File: src/rtl/game_defs_pkg.sv
// rtl/game_defs_pkg.sv - shared state encoding for the memory game controller and datapath
package game_defs;

  localparam int STATE_W = 3;

  // Codes double as the STATE debug output; RESULT shares S_INIT's code.
  typedef enum logic [STATE_W-1:0] {
    S_INIT   = 3'd0,
    S_SETUP  = 3'd1,
    S_PREP   = 3'd2,
    S_SHOW   = 3'd3,
    S_PLAY   = 3'd4,
    S_CHECK  = 3'd5,
    S_NEXT   = 3'd6,
    S_SETTLE = 3'd7
  } state_e;

endpackage

File: src/rtl/game_controller_button_cond.sv
// rtl/game_controller_button_cond.sv - ENTER push-button synchroniser, debouncer and press detector
module button_cond #(
  parameter int P_DEBOUNCE = 500000
) (
  input  logic CLOCK_50,
  input  logic R,
  input  logic btn_n,
  output logic press_p
);

  localparam int CNT_W = (P_DEBOUNCE > 1) ? $clog2(P_DEBOUNCE) : 1;
  localparam logic [CNT_W-1:0] CNT_LAST = CNT_W'(P_DEBOUNCE - 1);

  logic             sync1_q, sync2_q;
  logic             stable_q, stable_d;
  logic [CNT_W-1:0] cnt_q, cnt_d;
  logic             press_q, press_d;

  // Two-flop synchroniser plus debounce registers; idle level of the button is 1 (released).
  always_ff @(posedge CLOCK_50) begin
    if (R) begin
      sync1_q  <= 1'b1;
      sync2_q  <= 1'b1;
      stable_q <= 1'b1;
      cnt_q    <= '0;
      press_q  <= 1'b0;
    end else begin
      sync1_q  <= btn_n;
      sync2_q  <= sync1_q;
      stable_q <= stable_d;
      cnt_q    <= cnt_d;
      press_q  <= press_d;
    end
  end

  // Count consecutive samples that disagree with the stable level; adopt the new level
  // on the P_DEBOUNCE-th one and pulse only when it is a press (1 -> 0).
  always_comb begin
    stable_d = stable_q;
    cnt_d    = '0;
    press_d  = 1'b0;
    if (sync2_q != stable_q) begin
      if (cnt_q == CNT_LAST) begin
        stable_d = sync2_q;
        press_d  = ~sync2_q;
      end else begin
        cnt_d = cnt_q + 1'b1;
      end
    end
  end

  assign press_p = press_q;

endmodule

File: src/rtl/game_controller.sv
// rtl/game_controller.sv - control FSM of the memory game with conditioned ENTER button
module game_controller
  import game_defs::*;
#(
  parameter int p_key      = 4,
  parameter int P_ENTER    = 1,
  parameter int P_DEBOUNCE = 500000
) (
  input  logic               CLOCK_50,
  input  logic               R,
  input  logic [p_key-1:0]   KEY,
  input  logic               end_FPGA,
  input  logic               end_User,
  input  logic               end_time,
  input  logic               win,
  input  logic               match,
  output logic               R1,
  output logic               R2,
  output logic               E1,
  output logic               E2,
  output logic               E3,
  output logic               E4,
  output logic               SEL,
  output logic [STATE_W-1:0] STATE
);

  logic   enter_p;
  state_e state_q, state_d;
  logic   done_q, done_d;

  // Only the ENTER key is used here; the remaining buttons belong to other blocks.
  logic unused_keys;
  assign unused_keys = ^KEY;

  button_cond #(
    .P_DEBOUNCE (P_DEBOUNCE)
  ) u_enter (
    .CLOCK_50 (CLOCK_50),
    .R        (R),
    .btn_n    (KEY[P_ENTER]),
    .press_p  (enter_p)
  );

  // State register; done_q marks RESULT, which sits on the INIT code.
  always_ff @(posedge CLOCK_50) begin
    if (R) begin
      state_q <= S_INIT;
      done_q  <= 1'b0;
    end else begin
      state_q <= state_d;
      done_q  <= done_d;
    end
  end

  // Next-state logic and Moore output decode of the registered state.
  always_comb begin
    state_d = state_q;
    done_d  = done_q;
    R1      = 1'b0;
    R2      = 1'b0;
    E1      = 1'b0;
    E2      = 1'b0;
    E3      = 1'b0;
    E4      = 1'b0;
    SEL     = 1'b0;
    STATE   = state_q;

    if (done_q) begin
      STATE = S_INIT;
      if (enter_p) begin
        done_d  = 1'b0;
        state_d = S_INIT;
      end
    end else begin
      SEL = 1'b1;
      case (state_q)
        S_INIT: begin
          R1      = 1'b1;
          R2      = 1'b1;
          state_d = S_SETUP;
        end
        S_SETUP: begin
          E1 = 1'b1;
          if (enter_p) state_d = S_PREP;
        end
        S_PREP: begin
          R2      = 1'b1;
          state_d = S_SHOW;
        end
        S_SHOW: begin
          E3 = 1'b1;
          if (end_FPGA) state_d = S_PLAY;
        end
        S_PLAY: begin
          E2 = 1'b1;
          // Timeout has priority over a simultaneous end of entry.
          if (end_time) begin
            state_d = S_INIT;
            done_d  = 1'b1;
          end else if (end_User) begin
            state_d = S_CHECK;
          end
        end
        S_CHECK: begin
          if (match) begin
            state_d = S_NEXT;
          end else begin
            state_d = S_INIT;
            done_d  = 1'b1;
          end
        end
        S_NEXT: begin
          E4      = 1'b1;
          state_d = S_SETTLE;
        end
        S_SETTLE: begin
          // win reflects the incremented round counter only from this cycle on.
          if (win) begin
            state_d = S_INIT;
            done_d  = 1'b1;
          end else begin
            state_d = S_PREP;
          end
        end
        default: begin
          state_d = S_INIT;
        end
      endcase
    end
  end

endmodule

File: config.mk
export PLATFORM = sky130hd
export DESIGN_NAME = game_controller
export DESIGN_NICKNAME = d
export VERILOG_FILES = /design/src/rtl/game_defs_pkg.sv /design/src/rtl/game_controller_button_cond.sv /design/src/rtl/game_controller.sv
export SDC_FILE = /design/constraint.sdc
export NUM_CORES = 1
export LEC_CHECK = 0
export ABC_CLOCK_PERIOD_IN_PS = 2450
export CELL_PAD_IN_SITES_DETAIL_PLACEMENT = 0
export CELL_PAD_IN_SITES_GLOBAL_PLACEMENT = 1
export CORE_ASPECT_RATIO = 0.75
export CORE_MARGIN = 4
export CORE_UTILIZATION = 40
export CTS_CLUSTER_SIZE = 24
export DETAILED_ROUTE_END_ITERATION = 6
export GPL_TIMING_DRIVEN = 0
export PLACE_DENSITY = 0.85
export SYNTH_ARGS = -nofsm -noshare
export SYNTH_HDL_FRONTEND = slang
export SYNTH_SLANG_ARGS = --single-unit
File: constraint.sdc
create_clock -name CLOCK_50 -period 2.45 [get_ports CLOCK_50]
set_input_delay 0.49 -clock CLOCK_50 [delete_from_list [all_inputs] [get_ports CLOCK_50]]
set_output_delay 0.49 -clock CLOCK_50 [all_outputs]
set_load 0.01 [all_outputs]
==> flow_summary.toml, run 1 <==
[outcome]
status = "complete, no violations"

[synthesis]
synth-compound-area-share_pct = 10.44
ys_warn_count = 0
synth_cell_types = 37
synth_adder_area_share_pct = 0.8489
synth_xor_area_share_pct = 9.508
synth_most_common_cell = "nor2_1"
synth_seq_area_share_pct = 36.67
syn_nets = 182
synth_commonest_cells = "nor2_1, dfxtp_1, xnor2_1"
synth-main-ff-cell = "dfxtp_1"
synthMuxAreaShare_pct = 2.037
synth-edff-count = 0
syn-cell-area_mm2 = 0.001474
ys_top_cells_by_area = "dfxtp_1, nor2_1, xnor2_1"
avgSynthCellArea_um2 = 8.670
synth_largest_area_cell = "dfxtp_1"
synthCells = 170
synth_seq_cells = 27
synth_top_family_by_area = "simple AND/OR/NAND/NOR gates"
synthSimpleGateAreaFrac_pct = 35.99
yosysTopAreaCellShare_pct = 36.67
async_flop_share_pct = 0

[layout]
drive_above_1_share_pct = 11.11
nets = 202
regArea_um2 = 540.5
diodes = 0
multi_input_area_um2 = 869.6
syn2layout_area_growth_pct = 18.68
fillers = 336

[sta]
tns_ps = 0
grt_setup_unrepaired = "false"
finalSetupViolations = 0
max_freq_mhz = 432.8
relSlewSlack_pct = 73.05
fin_crit_ps = 2310
drv_slew = 0
worst_slack_ps = 139.6
hold_viol = 0
fin_skew_ps = 3.698
worst_pin_slew_ps = 400.5
fin_crit_sh_pct = 94.30

[routing]
vias_per_cell = 5.063
firstDrtPassIters = 4
drc_errors = 0
ant_nets = 0
vias = 1210
first_iter_violations = 49
wl_mm = 2.985
wire_per_inst_um = 12.49

[placed_design]
pre_cts_ws_ps = 272.2
place.gp.congestion = 0.8410
io_buffers = 17
hpwl_mm = 2.336

[global_routing]
grt_usage_pct = 14.23
grt-ovfl-total = 0
first_global_vias = 1134
grt_max_degree = 16
antenna_found_initial = 0
grt_pass1_wl_mm = 5.237

[pwr]
ir_drop_v = 0.0003380
power_density_mw_per_mm2 = 488.0
p_leak_nw = 0.6068

[floorplan]
core-area_mm2 = 0.003423
fp.dieH_um = 60.57
io-pin-count = 21
die-width_um = 78.10
num_rows = 18
die_area_mm2 = 0.004730
start_util_pct = 43.06

[worst_setup_path]
end_kind = "output port"
cp.required_ps = 1960
cp-start-kind = "register"
rrSetupSlack_ps = 530
critPathArrivalTime_ps = 1820
setup.worst_path.class = "register to output port"
cp_max_fo = 9

[clock_network]
cts_buffers = 3
tritoncts = "yes"
clock-sinks = 27
clkTransAtPathRegs_ps = 90
clk_path_buf_depth = 2
htreeDepth = 1
cts_root_buffer = "clkbuf_8"
post_cts_buffers = 0
clock_latency_ps = 270

[flow_run]
drv_cap = 0

[worst_hold_path]
hold_class = "register to register"
report_power, final:
group          switching, mW  total, mW  internal (mW)  leakage, nW
logic                 0.0678      0.146         0.0777        0.363
registers             0.0133      0.461          0.447        0.219
clock network          0.134      0.247          0.114       0.0255
cells in the final DEF (no fill, tap or decap), types with 3 or more instances in the layout:
master,instances
and3_1,3
a21oi_1,6
mux2i_1,3
or2_2,3
clkbuf_8,3
nor2_1,31
xnor2_1,13
xor2_1,3
nand2b_1,7
dfxtp_1,27
nor3_1,5
o21ai_0,6
nand3_1,7
clkdlybuf4s50_1,17
nand2_1,7
nand4_1,3
nor4_1,7
inv_1,8
cell type report:
| cell class | count | area share, % |
|---|---|---|
| multi-input cells | 128 | 49.71 |
| flip-flops and latches | 27 | 30.90 |
| repair buffers | 17 | 9.728 |
| well taps | 50 | 3.577 |
| clock buffers | 3 | 2.361 |
| plain buffers | 5 | 1.717 |
| inverters | 8 | 1.717 |
| clock inverters | 1 | 0.2861 |
repair_timing:
item,4_1_cts,5_1_grt
resized for setup,1,1
hold buffers,0,0
endpoints found under the setup margin,2,3
pin swaps,0,0
registers in the layout (all words and copies together) (netlist names):
signal            flops
u_enter.cnt_q        19
u_enter.press_p       1
done_q                1
state_q               3
u_enter.sync1_q       1
u_enter.stable_q      1
u_enter.sync2_q       1
logic make-up after synthesis:
logic type / Yosys count
buf+inv: 15
flops: 27
mux: 3
xor+xnor: 16
simple gates: 89
fa+ha+maj: 1
compound gates: 19
final timing paths:
kind                         start           endpoint  cells past startpoint
hold reg to reg    u_enter.sync1_q    u_enter.sync2_q                      1
hold / removal     u_enter.sync1_q    u_enter.sync2_q                      1
setup reg to reg  u_enter.cnt_q[0]  u_enter.cnt_q[13]                      6
setup / recovery        state_q[2]                 E4                      3
critical path, stage by stage, from the launching register on:
cell,delay [ps]
dfxtp_1,500
inv_1,190
nor4_1,280
clkdlybuf4s50_1,580
through the flow:
| step | utilization, % | area (um^2) | std cells | power [mW] | hold slack, ps |
|---|---|---|---|---|---|
| finish | 51.10 | 1749 | 239 | 0.8535 | 428.3 |
| global route | 51.10 | 1749 | 239 | 0.9034 | 449.5 |
| CTS | 51.24 | 1754 | 241 | 0.8683 | 434.0 |
| detailed placement | 49.85 | 1707 | 237 | 0.6182 | 406.3 |
| global placement | 49.85 | 1707 | 237 | 0.6139 | 397.3 |
| floorplan | - | 1474 | 170 | 0.5473 | 389.5 |
layer usage:
metal,global-route usage [%],vias up,part of all wire (%)
met5,0,-,0
met2,23.78,16,44
met4,4.988,0,1.4
li1,-,629,-
met1,18.10,558,50
met3,3.858,7,4.4
(Power assumes the default switching activity.)
==> inputs of run 2 (changes only) <==
CTS_CLUSTER_SIZE = default   (was 24)
DONT_BUFFER_PORTS = 1   (was default)
PLACE_DENSITY = 0.75   (was 0.85)
==> flow_summary.toml, run 2 (synthesis gave the netlist of run 1 again) <==
[outcome]
status = "complete, no violations"

[floorplan]
fp.dieH_um = 60.57
num_rows = 18
start_util_pct = 43.06
core-area_mm2 = 0.003423
io-pin-count = 21
die-width_um = 78.10
die_area_mm2 = 0.004730

[worst_setup_path]
cp-startpoint = "state_q[1]"
cp-start-kind = "register"
rr_endpoint = "u_enter.cnt_q[13]"
rrSetupSlack_ps = 520
rr_worst_depth = 6
timing.rr.start = "u_enter.cnt_q[0]"
setup.worst_path.class = "register to output port"
endpoint = "E4"
cp.required_ps = 1960
end_kind = "output port"
cp_max_fo = 10
critPathArrivalTime_ps = 1610

[placed_design]
place_area_mm2 = 0.001536
hpwl_mm = 2.220
io_buffers = 0
place.gp.congestion = 0.8137

[global_routing]
grt_max_degree = 18
grt-ovfl-total = 0
grt_usage_pct = 13.95
first_global_vias = 1131
grt_pass1_wl_mm = 5.140
antenna_found_initial = 0

[sta]
fin_skew_ps = 12.29
drv_slew = 0
finalSetupViolations = 0
max_freq_mhz = 476.2
tns_ps = 0
grt_setup_unrepaired = "false"
hold_viol = 0
hold_slack_ps = 305.4
fin_crit_ps = 2100
relSlewSlack_pct = 64.40
worst_pin_slew_ps = 529.1
fin_crit_sh_pct = 85.71

[layout]
postLayoutCellArea_mm2 = 0.001587
top_register = "u_enter.cnt_q"
nets = 187
reg_top3 = "u_enter.cnt_q: 19 flops, state_q: 3 flops"
most-common-layout-cells = "nor2_1, dfxtp_1, xnor2_1"
mostFrequentLayoutCell = "nor2_1"
fillers = 358
diodes = 0
drive_above_1_share_pct = 10.92
syn2layout_area_growth_pct = 7.640
largest_register_ffs = 19

[clock_network]
htreeDepth = 1
cts_buffers = 3
clock-sinks = 27
tritoncts = "yes"
clkTransAtPathRegs_ps = 100
clock_latency_ps = 280
cts_root_buffer = "clkbuf_8"
post_cts_buffers = 0
cts_resized = 0
cts_hold_buf = 0
clk_path_buf_depth = 2

[pwr]
ir_drop_v = 0.0004068
p_leak_nw = 0.5414
power_density_mw_per_mm2 = 516.5

[routing]
drc_errors = 0
wire_per_inst_um = 12.83
vias_per_cell = 5.121
firstDrtPassIters = 4
wl_mm = 2.873
ant_nets = 0
first_iter_violations = 36
vias = 1147

[worst_hold_path]
hold_class = "primary input to register"

[flow_run]
drv_cap = 0
[run 2: per-stage QoR]
stage	util, %	power [mW]	cells	setup WS (ps)
floorplan	-	0.5473	170	764.8
global route	46.35	0.8700	224	171.6
global placement	44.88	0.5629	220	565.2
CTS	46.35	0.8295	224	333.5
finish	46.35	0.8195	224	350.0
detailed placement	44.88	0.5658	220	540.8
[run 2: layout make-up]
| type | count | area (um^2) | area share (%) |
|---|---|---|---|
| multi-input combinational | 128 | 867.1 | 54.65 |
| sequential | 27 | 540.5 | 34.07 |
| tap | 50 | 62.56 | 3.943 |
| clock buffer | 3 | 41.29 | 2.603 |
| buffer | 7 | 36.28 | 2.287 |
| inverter | 8 | 30.03 | 1.893 |
| clock inverter | 1 | 8.758 | 0.5521 |
[run 2: worst max-delay path: stages (launching register included)]
cell and delay (ps):
dfxtp_1 310, clkbuf_1 310, inv_1 180, nor4_1 540
[run 2: per-layer routing]
| layer | vias to the layer above | global-route usage [%] | wire length, um |
|---|---|---|---|
| li1 | 596 | - | - |
| met5 | - | 0 | 0 |
| met3 | 2 | 3.858 | 156 |
| met2 | 21 | 23.66 | 1305 |
| met4 | 0 | 6.234 | 29 |
| met1 | 528 | 16.97 | 1382 |
[run 2: power by group]
part	leakage (nW)	switching (mW)	internal [mW]
sequential	0.219	0.00502	0.447
clock	0.0261	0.145	0.119
combinational	0.297	0.0661	0.0371
[run 2: worst min path at each step]
stage,start,end,slack [ps],depth (start not counted)
after detailed placement,u_enter.sync1_q,u_enter.sync2_q,400,1
final,KEY[1],u_enter.sync1_q,310,1
after global routing,KEY[1],u_enter.sync1_q,280,1
after CTS,KEY[1],u_enter.sync1_q,300,1
after global placement,u_enter.sync1_q,u_enter.sync2_q,390,1
after floorplan,u_enter.sync1_q,u_enter.sync2_q,390,1
==> inputs of run 3 (changes only) <==
ABC_CLOCK_PERIOD_IN_PS = 2480   (was 2450)
CTS_CLUSTER_SIZE = 24   (was default)
clock period = 2.48 ns   (was 2.45 ns; I/O delays follow)
==> results of run 3 <==
The final DEF is identical to that of run 2. Status: complete, no violations.
Main changes from that run: setup slack after placement 540.8 ps -> 570.8 ps; setup slack after layout 350.0 ps -> 374.1 ps; hold slack 305.4 ps -> 311.4 ps; register-to-register setup slack 520 ps -> 550 ps; total power 0.8195 mW -> 0.8096 mW; worst IR drop on VDD 0.0004068 V -> 0.0004019 V
